<file path="src/rtl/pipelined_add_sub_pkg.sv">
// Shared constants and helpers for the pipelined adder/subtractor.
//   WIDTH_DEF   : default operand/result width
//   SEG_W_DEF   : default bits added per pipeline stage
//   op_e        : operation select (add / subtract)
//   calc_stages : number of pipeline stages, ceil(width / seg_w)
package pipelined_add_sub_pkg;

    localparam int unsigned WIDTH_DEF = 24;
    localparam int unsigned SEG_W_DEF = 8;

    typedef enum logic {
        OP_ADD = 1'b0,
        OP_SUB = 1'b1
    } op_e;

    function automatic int unsigned calc_stages(input int unsigned width,
                                                input int unsigned seg_w);
        return (width + seg_w - 1) / seg_w;
    endfunction

endpackage

</file>
<file path="src/rtl/pipelined_add_sub_seg_adder.sv">
// Combinational W-bit segment adder used by every pipeline stage.
//   a, b : segment operands
//   cin  : carry into the segment LSB
//   sum  : segment sum
//   cout : carry out of the segment MSB
module seg_adder #(
    parameter int unsigned W = 8
) (
    input  logic [W-1:0] a,
    input  logic [W-1:0] b,
    input  logic         cin,
    output logic [W-1:0] sum,
    output logic         cout
);

    logic [W:0] total;

    always_comb begin
        total = {1'b0, a} + {1'b0, b} + {{W{1'b0}}, cin};
    end

    assign {cout, sum} = total;

endmodule

</file>
<file path="src/rtl/pipelined_add_sub.sv">
// Segmented, carry-pipelined adder/subtractor with valid/ready handshake.
// Each stage adds one SEG_W-bit slice and registers the slice sum and carry;
// upper operand slices and lower partial sums ride along with their beat.
//   clk, rst           : clock (rising edge), synchronous active-high reset
//   in_valid/in_ready  : operand handshake
//   a, b, cin, sub     : operands, carry-in (add only), 0=add / 1=subtract
//   out_valid/out_ready: result handshake
//   sum, cout          : result and carry out (subtract: 1 = no borrow)
//   ovf                : signed overflow, present only with
//                        `define PIPELINED_ADD_SUB_OVF_EN
module pipelined_add_sub
    import pipelined_add_sub_pkg::*;
#(
    parameter int unsigned WIDTH = WIDTH_DEF,
    parameter int unsigned SEG_W = SEG_W_DEF
) (
    input  logic             clk,
    input  logic             rst,
    input  logic             in_valid,
    output logic             in_ready,
    input  logic [WIDTH-1:0] a,
    input  logic [WIDTH-1:0] b,
    input  logic             cin,
    input  logic             sub,
    output logic             out_valid,
    input  logic             out_ready,
    output logic [WIDTH-1:0] sum,
    output logic             cout
`ifdef PIPELINED_ADD_SUB_OVF_EN
    ,
    output logic             ovf
`endif
);

    localparam int unsigned STAGES = calc_stages(WIDTH, SEG_W);

    op_e             op;
    logic [WIDTH-1:0] b_cond;
    logic             cin_eff;

    // Subtract is a + ~b + 1, so the caller's carry-in is ignored.
    assign op      = op_e'(sub);
    assign b_cond  = (op == OP_SUB) ? ~b : b;
    assign cin_eff = (op == OP_SUB) ? 1'b1 : cin;

    // Per-stage register outputs, each element driven by its own stage.
    logic             stg_valid [STAGES];
    logic             stg_carry [STAGES];
    logic [WIDTH-1:0] stg_a     [STAGES];
    logic [WIDTH-1:0] stg_bc    [STAGES];
    logic [WIDTH-1:0] stg_sum   [STAGES];

    // The whole pipeline moves together; only a held output blocks it.
    assign in_ready = !rst && !(stg_valid[STAGES-1] && !out_ready);

    for (genvar k = 0; k < STAGES; k++) begin : g_stage
        localparam int unsigned LO = k * SEG_W;
        localparam int unsigned SW = (k == int'(STAGES) - 1) ? (WIDTH - LO) : SEG_W;

        logic             v_src;
        logic             c_src;
        logic [WIDTH-1:0] a_src;
        logic [WIDTH-1:0] bc_src;
        logic [WIDTH-1:0] sum_src;

        logic [SW-1:0]    seg_sum;
        logic             carry_d;
        logic [WIDTH-1:0] sum_d;

        logic             valid_q;
        logic             carry_q;
        logic [WIDTH-1:0] a_q;
        logic [WIDTH-1:0] bc_q;
        logic [WIDTH-1:0] sum_q;

        if (k == 0) begin : g_head
            assign v_src   = in_valid;
            assign c_src   = cin_eff;
            assign a_src   = a;
            assign bc_src  = b_cond;
            assign sum_src = '0;
        end else begin : g_body
            assign v_src   = stg_valid[k-1];
            assign c_src   = stg_carry[k-1];
            assign a_src   = stg_a[k-1];
            assign bc_src  = stg_bc[k-1];
            assign sum_src = stg_sum[k-1];
        end

        seg_adder #(
            .W (SW)
        ) u_seg (
            .a    (a_src[LO +: SW]),
            .b    (bc_src[LO +: SW]),
            .cin  (c_src),
            .sum  (seg_sum),
            .cout (carry_d)
        );

        // Lower slices come from earlier stages; this stage fills its own slice.
        always_comb begin
            sum_d            = sum_src;
            sum_d[LO +: SW]  = seg_sum;
        end

        always_ff @(posedge clk) begin
            if (rst) begin
                valid_q <= 1'b0;
                carry_q <= 1'b0;
                a_q     <= '0;
                bc_q    <= '0;
                sum_q   <= '0;
            end else if (in_ready) begin
                valid_q <= v_src;
                carry_q <= carry_d;
                a_q     <= a_src;
                bc_q    <= bc_src;
                sum_q   <= sum_d;
            end
        end

        assign stg_valid[k] = valid_q;
        assign stg_carry[k] = carry_q;
        assign stg_a[k]     = a_q;
        assign stg_bc[k]    = bc_q;
        assign stg_sum[k]   = sum_q;
    end

    assign out_valid = stg_valid[STAGES-1];
    assign sum       = stg_sum[STAGES-1];
    assign cout      = stg_carry[STAGES-1];

`ifdef PIPELINED_ADD_SUB_OVF_EN
    // Operands of equal sign producing a result of the other sign.
    // Uses the conditioned b, so it covers subtract as well.
    assign ovf = (stg_a[STAGES-1][WIDTH-1] == stg_bc[STAGES-1][WIDTH-1]) &&
                 (stg_sum[STAGES-1][WIDTH-1] != stg_a[STAGES-1][WIDTH-1]);
`endif

endmodule

</file>
<file path="config.mk">
export PLATFORM = sky130hd
export DESIGN_NAME = pipelined_add_sub
export DESIGN_NICKNAME = d
export VERILOG_FILES = /design/src/rtl/pipelined_add_sub_pkg.sv /design/src/rtl/pipelined_add_sub_seg_adder.sv /design/src/rtl/pipelined_add_sub.sv
export SDC_FILE = /design/constraint.sdc
export NUM_CORES = 1
export LEC_CHECK = 0
export ABC_AREA = 1
export ABC_CLOCK_PERIOD_IN_PS = 2700
export CORE_ASPECT_RATIO = 1.2
export CORE_MARGIN = 3
export CORE_UTILIZATION = 35
export CTS_CLUSTER_SIZE = 8
export DETAILED_ROUTE_END_ITERATION = 8
export GPL_ROUTABILITY_DRIVEN = 0
export PLACE_DENSITY_LB_ADDON = 0.08
export RECOVER_POWER = 25
export SLEW_MARGIN = 5
export SYNTH_ARGS = -nofsm -noshare
export SYNTH_HDL_FRONTEND = slang
export SYNTH_SLANG_ARGS = --single-unit
</file>
<file path="constraint.sdc">
create_clock -name clk -period 2.7 [get_ports clk]
set_input_delay 0.405 -clock clk [delete_from_list [all_inputs] [get_ports clk]]
set_output_delay 0.405 -clock clk [all_outputs]
set_load 0.05 [all_outputs]
</file>
==> impl_results.md, run 1 <==
- Num Clock Sinks: around 100
- Worst EP required: about 3 ns
- Synth Area in Adders: 0.0827
- Final ANT Viol Nets: 0
- Largest net degree at the start of global routing: 55
- Final setup violation count: 0
- Starting Density: 0.362
- Chip height: 132 um
- Top cell type's share of synthesized area: 0.441
- Final Hold Fails: 0
- Insertion delay to the later sink of the worst-skew pair: about 0.34 ns
- Fill cell count: ~1,300
- Post-DP HPWL: 8.01 mm
- Core Region: 0.0128 mm2
- Most common cell in the synthesized netlist: nand2_1
- Layout cells sized above 1: 0.0525
- Register area share after synthesis: 0.441
- Worst Path Class, Setup: input port to flip-flop
- Synth Register Bits: 102
- Final worst path period share: 0.862
- Final net count: approximately 740
- First-pass GRT wire length: between 15 and 20 mm
- Via count: ~3,900
- Post-synthesis xor/xnor area fraction: 0.0567
- Syn-to-layout area delta: 28.1%
- CP Capture Type: flip-flop
- TritonCTS clock tree: done
- Synthesized area: approximately 0.0046 mm2
- Clock Path Buffers: 2
- Mapped Cells: approximately 590
- Post-CTS setup buffer count: 0
- Synth Flop Type: dfxtp_1
- Worst VDD drop: roughly 0.00034 V
- GRT overflow: 0
- I/O pins: between 80 and 90
- Worst min path class: flip-flop to flip-flop
- H-tree level count: 3
- DP Cell Count: 815
- Post-place setup slack: -0.00491 ns
- Final Max Tran Viols: 0
- Multiplexer area fraction after synthesis: 0
- Synth async-reset ratio: 0
- # DRC: 0
- Minimum clock period: 2.33 ns
- Worst-margin pin slew: slightly above 1 ns
- YS warnings: 0
- CTS Root Cell: clkbuf_16
- Inserted Clock Buffers: 9
- P_leak: 0.00262 uW
- Fmax achieved: roughly 430 MHz
- First-pass iteration count of the detailed router: 4
- Input/output buffers: 80
- Largest cells by area after synthesis: dfxtp_1 44%, nand2_1 9.8%, ha_1 5.7%
- Largest family of logic cells by synthesized area: simple AND/OR/NAND/NOR gates
- CP Max Fanout: 3
- Mapped Nets: about 670
- Top cell type by total area after synthesis: dfxtp_1
- Initial antenna violation count: 1
- Post-CTS sizing: 0
- Compound-Gate Fraction of Synth Area: 0.133
- Clk slew on worst S/H paths: 0.07 ns
- DRT iter0 DRCs: ~160
- FF/Latch Area: roughly 0.002 mm2
- Wire length per cell: about 13 um
- PD cells: approximately 660 mW/mm2
- Vias in the first global route: 3,819
- Run status: completed
- Avg Cell Area, Syn: a little under 8 um2
- Slew margin rel.: 0.313
- WP data arrival: 2.57 ns
- Drt total wl: 11.1 mm
- Via-to-Cell Ratio: roughly 4.6
- Area share of and/or/nand/nor cells after synthesis: 0.203
- Worst setup SP type: input port
- GR Util All Layers: 0.154
- Fin worst setup slack: approximately 0.37 ns
- Row count: 45
- Die ar.: roughly 0.015 mm2
- Max-Cap Viols: 0
- Layout Cells excl Fill: ~830
- Area taken by multi-input logic gates: between 0.002 and 0.0025 mm2
- Unrepaired setup endpoints after global routing: no
- Post-synth EDFFs: 0
- Worst Skew: 0.00653 ns
- Post-synth cell types: 27
- Inserted Diodes: 0
- Synth top cells by count: 121 x nand2_1, 102 x dfxtp_1, 64 x inv_1
- Chip width: around 110 um
- Cts-stage hold buffer count: 0
## final timing paths
check	startpoint	end	slack, ns	cells after the start
setup / recovery	sub	g_stage[0].sum_q[6]	0.37	11
hold / removal	g_stage[1].sum_q[13]	g_stage[1].sum_q[13]	0.45	2
setup reg to reg	out_valid	g_stage[0].a_q[15]	0.58	6
hold reg to reg	g_stage[1].sum_q[13]	g_stage[1].sum_q[13]	0.45	2
## worst max-delay path, stage by stage
cell             delay [ns]
clkdlybuf4s50_1        0.54
xor2_1                 0.21
fa_1                   0.23
inv_1                  0.06
fa_1                   0.38
o21ai_0                0.32
nand3_1                0.15
nand2_1                0.11
nand2_1                0.05
nand3_1                0.07
nand2_1                0.05
## layout by cell type (no fill, tap or decap), types with 13 or more instances in the layout
cell / n
nand3_1: 27
nor2_1: 58
o21ai_1: 13
inv_1: 65
xnor2_1: 21
ha_1: 21
nand2_1: 121
a21oi_1: 18
clkdlybuf4s50_1: 78
o21ai_0: 47
dfxtp_1: 102
o22ai_1: 17
## per-stage QoR
stage	TNS [ns]	total power [uW]	hold WS, ns	utilization	area, um2
finish	0	3930	0.447	0.464	5930
global route	0	4140	0.465	0.464	5930
CTS	0	3990	0.451	0.467	5960
detailed placement	-0.00491	2480	0.435	0.439	5610
global placement	0	2470	0.432	0.439	5610
floorplan	0	2220	0.421	-	4630
## report_power, final
group          leakage, uW  switching (uW)  internal, uW
Sequential        0.000843            62.6          1640
Combinational      0.00161             420           316
Clock             0.000166             558           933
## final cells by class
class | count | share of cell area
well taps | 164 | 0.0346
multi-input cells | 390 | 0.368
repair buffers | 92 | 0.152
inverters | 67 | 0.0424
clock inverters | 5 | 0.0179
flip-flops and latches | 102 | 0.344
clock buffers | 11 | 0.0409
## registers in the layout, indices dropped and copies added (netlist names)
name,cells
sum,24
g_stage.carry_q,2
out_valid,1
g_stage.a_q,24
g_stage.bc_q,24
g_stage.sum_q,24
cout,1
g_stage.valid_q,2
## per-layer routing
metal | track usage | wire length, um | share of wire
met5 | 0 | 7 | 0.00063
met4 | 0.0568 | 186 | 0.017
met3 | 0.0358 | 476 | 0.043
met2 | 0.260 | 5270 | 0.47
met1 | 0.191 | 5180 | 0.47
## kinds of logic (layout without fill, tap and decap cells)
group                    count (synthesis)  in the layout
XOR/XNOR                                30             30
buffers and inverters                   94            175
adder cells (fa/ha/maj)                 27             27
AO/OA/AOI/OAI                          111            111
AND/OR/NAND/NOR                        222            222
flip-flops                             102            102
Power figures use the tool's default switching activity.
==> run 2, diff against run 1 <==
Settings changed: CORE_UTILIZATION 35 to 53.
==> run 2 against run 1 <==
  * Final cell count fell by 6.0%
  * Combinational power rose by 1%
  * Global-route usage rose by 6.8 points
  * Utilization rose by 22 points
  * Non-clock buffer count rose by 1
  * Clock skew rose by 0.0037 ns
  * Critical path depth fell by 4
  * Wire length fell by 6.3%
  * Sequential share of layout area rose by 1.2 points
  * Count of clock-buffer cells in the layout rose by 1
  * Worst hold slack improved by 0.0043 ns
  * Critical path type unchanged
  * Largest power group unchanged
==> impl_results.md, run 2 (synthesized netlist as in run 1, its figures left out) <==
- Unrepaired setup endpoints after global routing: no
- Worst reg2reg path depth: 7
- CP Max Fanout: 37
- Post-CTS setup buffer count: 0
- Via count: approximately 4,000
- Crit path to: g_stage[0].bc_q[13]
- Run status: completed
- Inserted Clock Buffers: 9
- Row count: 36
- Largest net degree at the start of global routing: 38
- Wire length per cell: 13.3 um
- PD cells: 587 mW/mm2
- Syn-to-layout area delta: 23.6%
- Fmax achieved: between 400 and 500 MHz
- WP data arrival: 2.74 ns
- CTS Root Cell: clkbuf_8
- Minimum clock period: around 2.5 ns
- Worst Path Class, Setup: input port to flip-flop
- Insertion delay to the later sink of the worst-skew pair: roughly 0.36 ns
- Post-layout util: 0.687
- H-tree level count: 3
- Final Max Tran Viols: 0
- Core Region: 0.00833 mm2
- Chip height: about 110 um
- Clock Path Buffers: 2
- # DRC: 0
- DRT iter0 DRCs: between 100 and 150
- Final setup violation count: 0
- Final ANT Viol Nets: 0
- Fin worst setup slack: about 0.24 ns
- TritonCTS clock tree: done
- Worst-margin pin slew: 1.30 ns
- Via-to-Cell Ratio: slightly above 5
- Worst EP required: roughly 3 ns
- I/O pins: slightly above 80
- Worst setup SP type: input port
- Chip width: about 90 um
- P_leak: about 0.0026 uW
- Final worst path period share: 0.913
- Worst VDD drop: a little under 0.0003 V
- Final net count: approximately 740
- GR Util All Layers: 0.222
- RR Endpoint: g_stage[0].bc_q[13]
- Commonest cells after routing, fill and taps aside: 121 x nand2_1, 102 x dfxtp_1, 74 x clkdlybuf4s50_1, 65 x inv_1, 57 x nor2_1
- FF-to-FF Start: out_valid
- GRT overflow: 0
- Final Hold Fails: 0
- Post-place setup slack: -0.0442 ns
- First-pass GRT wire length: about 18 mm
- Input/output buffers: 80
- Vias in the first global route: between 3,000 and 4,000
- Max-Cap Viols: 0
- Die ar.: approximately 0.0099 mm2
- CP Capture Type: flip-flop
- Starting Density: 0.556
- Layout cells sized above 1: 0.0540
- Clk slew on worst S/H paths: 0.09 ns
- Inserted Diodes: 0
- Post-DP HPWL: about 7.6 mm
- Crit. Startpoint: out_ready
- First-pass iteration count of the detailed router: 4
- Initial antenna violation count: 0
- Worst min path class: flip-flop to flip-flop
- Register-to-Register Setup Slack: about 0.33 ns
- Num Clock Sinks: just over 100
- Drt total wl: ~10 mm
- Most common library cell in the layout ignoring fill and taps: nand2_1
- Cts-stage hold buffer count: 0
- Worst Skew: 0.0103 ns
- Slew margin rel.: 0.134
- Fill cell count: 700
- Post-CTS sizing: 0
## run 2: stage by stage
stage	power, uW	hold WS [ns]	area (um2)	TNS [ns]	cells
2_1_floorplan	2220	0.421	4630	0	586
3_3_place_gp	2450	0.436	5550	0	766
3_5_place_dp	2480	0.434	5550	-0.0442	766
4_1_cts	3390	0.454	5730	0	781
5_1_grt	3540	0.477	5730	0	781
6_report	3360	0.451	5730	0	781
## run 2: report_power, final
group / switching [uW] / internal [uW] / total (uW)
Sequential: 62.2 / 1640 / 1700
Combinational: 426 / 317 / 743
Clock: 491 / 427 / 918
## run 2: how the worst min path moves through the flow
stage	start	end	depth (start not counted)
final	g_stage[1].sum_q[14]	g_stage[1].sum_q[14]	2
after global routing	g_stage[0].sum_q[6]	g_stage[1].sum_q[6]	2
after CTS	g_stage[1].sum_q[14]	g_stage[1].sum_q[14]	2
after detailed placement	g_stage[1].sum_q[14]	g_stage[1].sum_q[14]	2
after global placement	g_stage[1].sum_q[14]	g_stage[1].sum_q[14]	2
after floorplan	g_stage[1].sum_q[12]	g_stage[1].sum_q[12]	2
## run 2: per-layer routing
layer	track usage	vias up	wire length (um)
met2	0.418	98	5340
met4	0.0668	0	104
met3	0.0473	10	537
met1	0.251	1827	4440
li1	-	2051	-
met5	0	-	0
## run 2: area by class of cell
class                           count  area, um2  area share
Timing Repair Buffer               93        906       0.158
Multi-Input combinational cell    390       2200       0.385
Tap cell                          114        143      0.0249
Clock buffer                       12        135      0.0236
Inverter                           67        251      0.0439
Clock inverter                      3       46.3     0.00809
Sequential cell                   102       2040       0.357
## run 2: worst max-delay path: stages
cell	delay, ns
clkdlybuf4s50_1	0.45
nor2_4	0.28
inv_1	0.61
nor2_8	0.26
clkbuf_2	0.50
nand2_1	0.12
o21ai_0	0.11
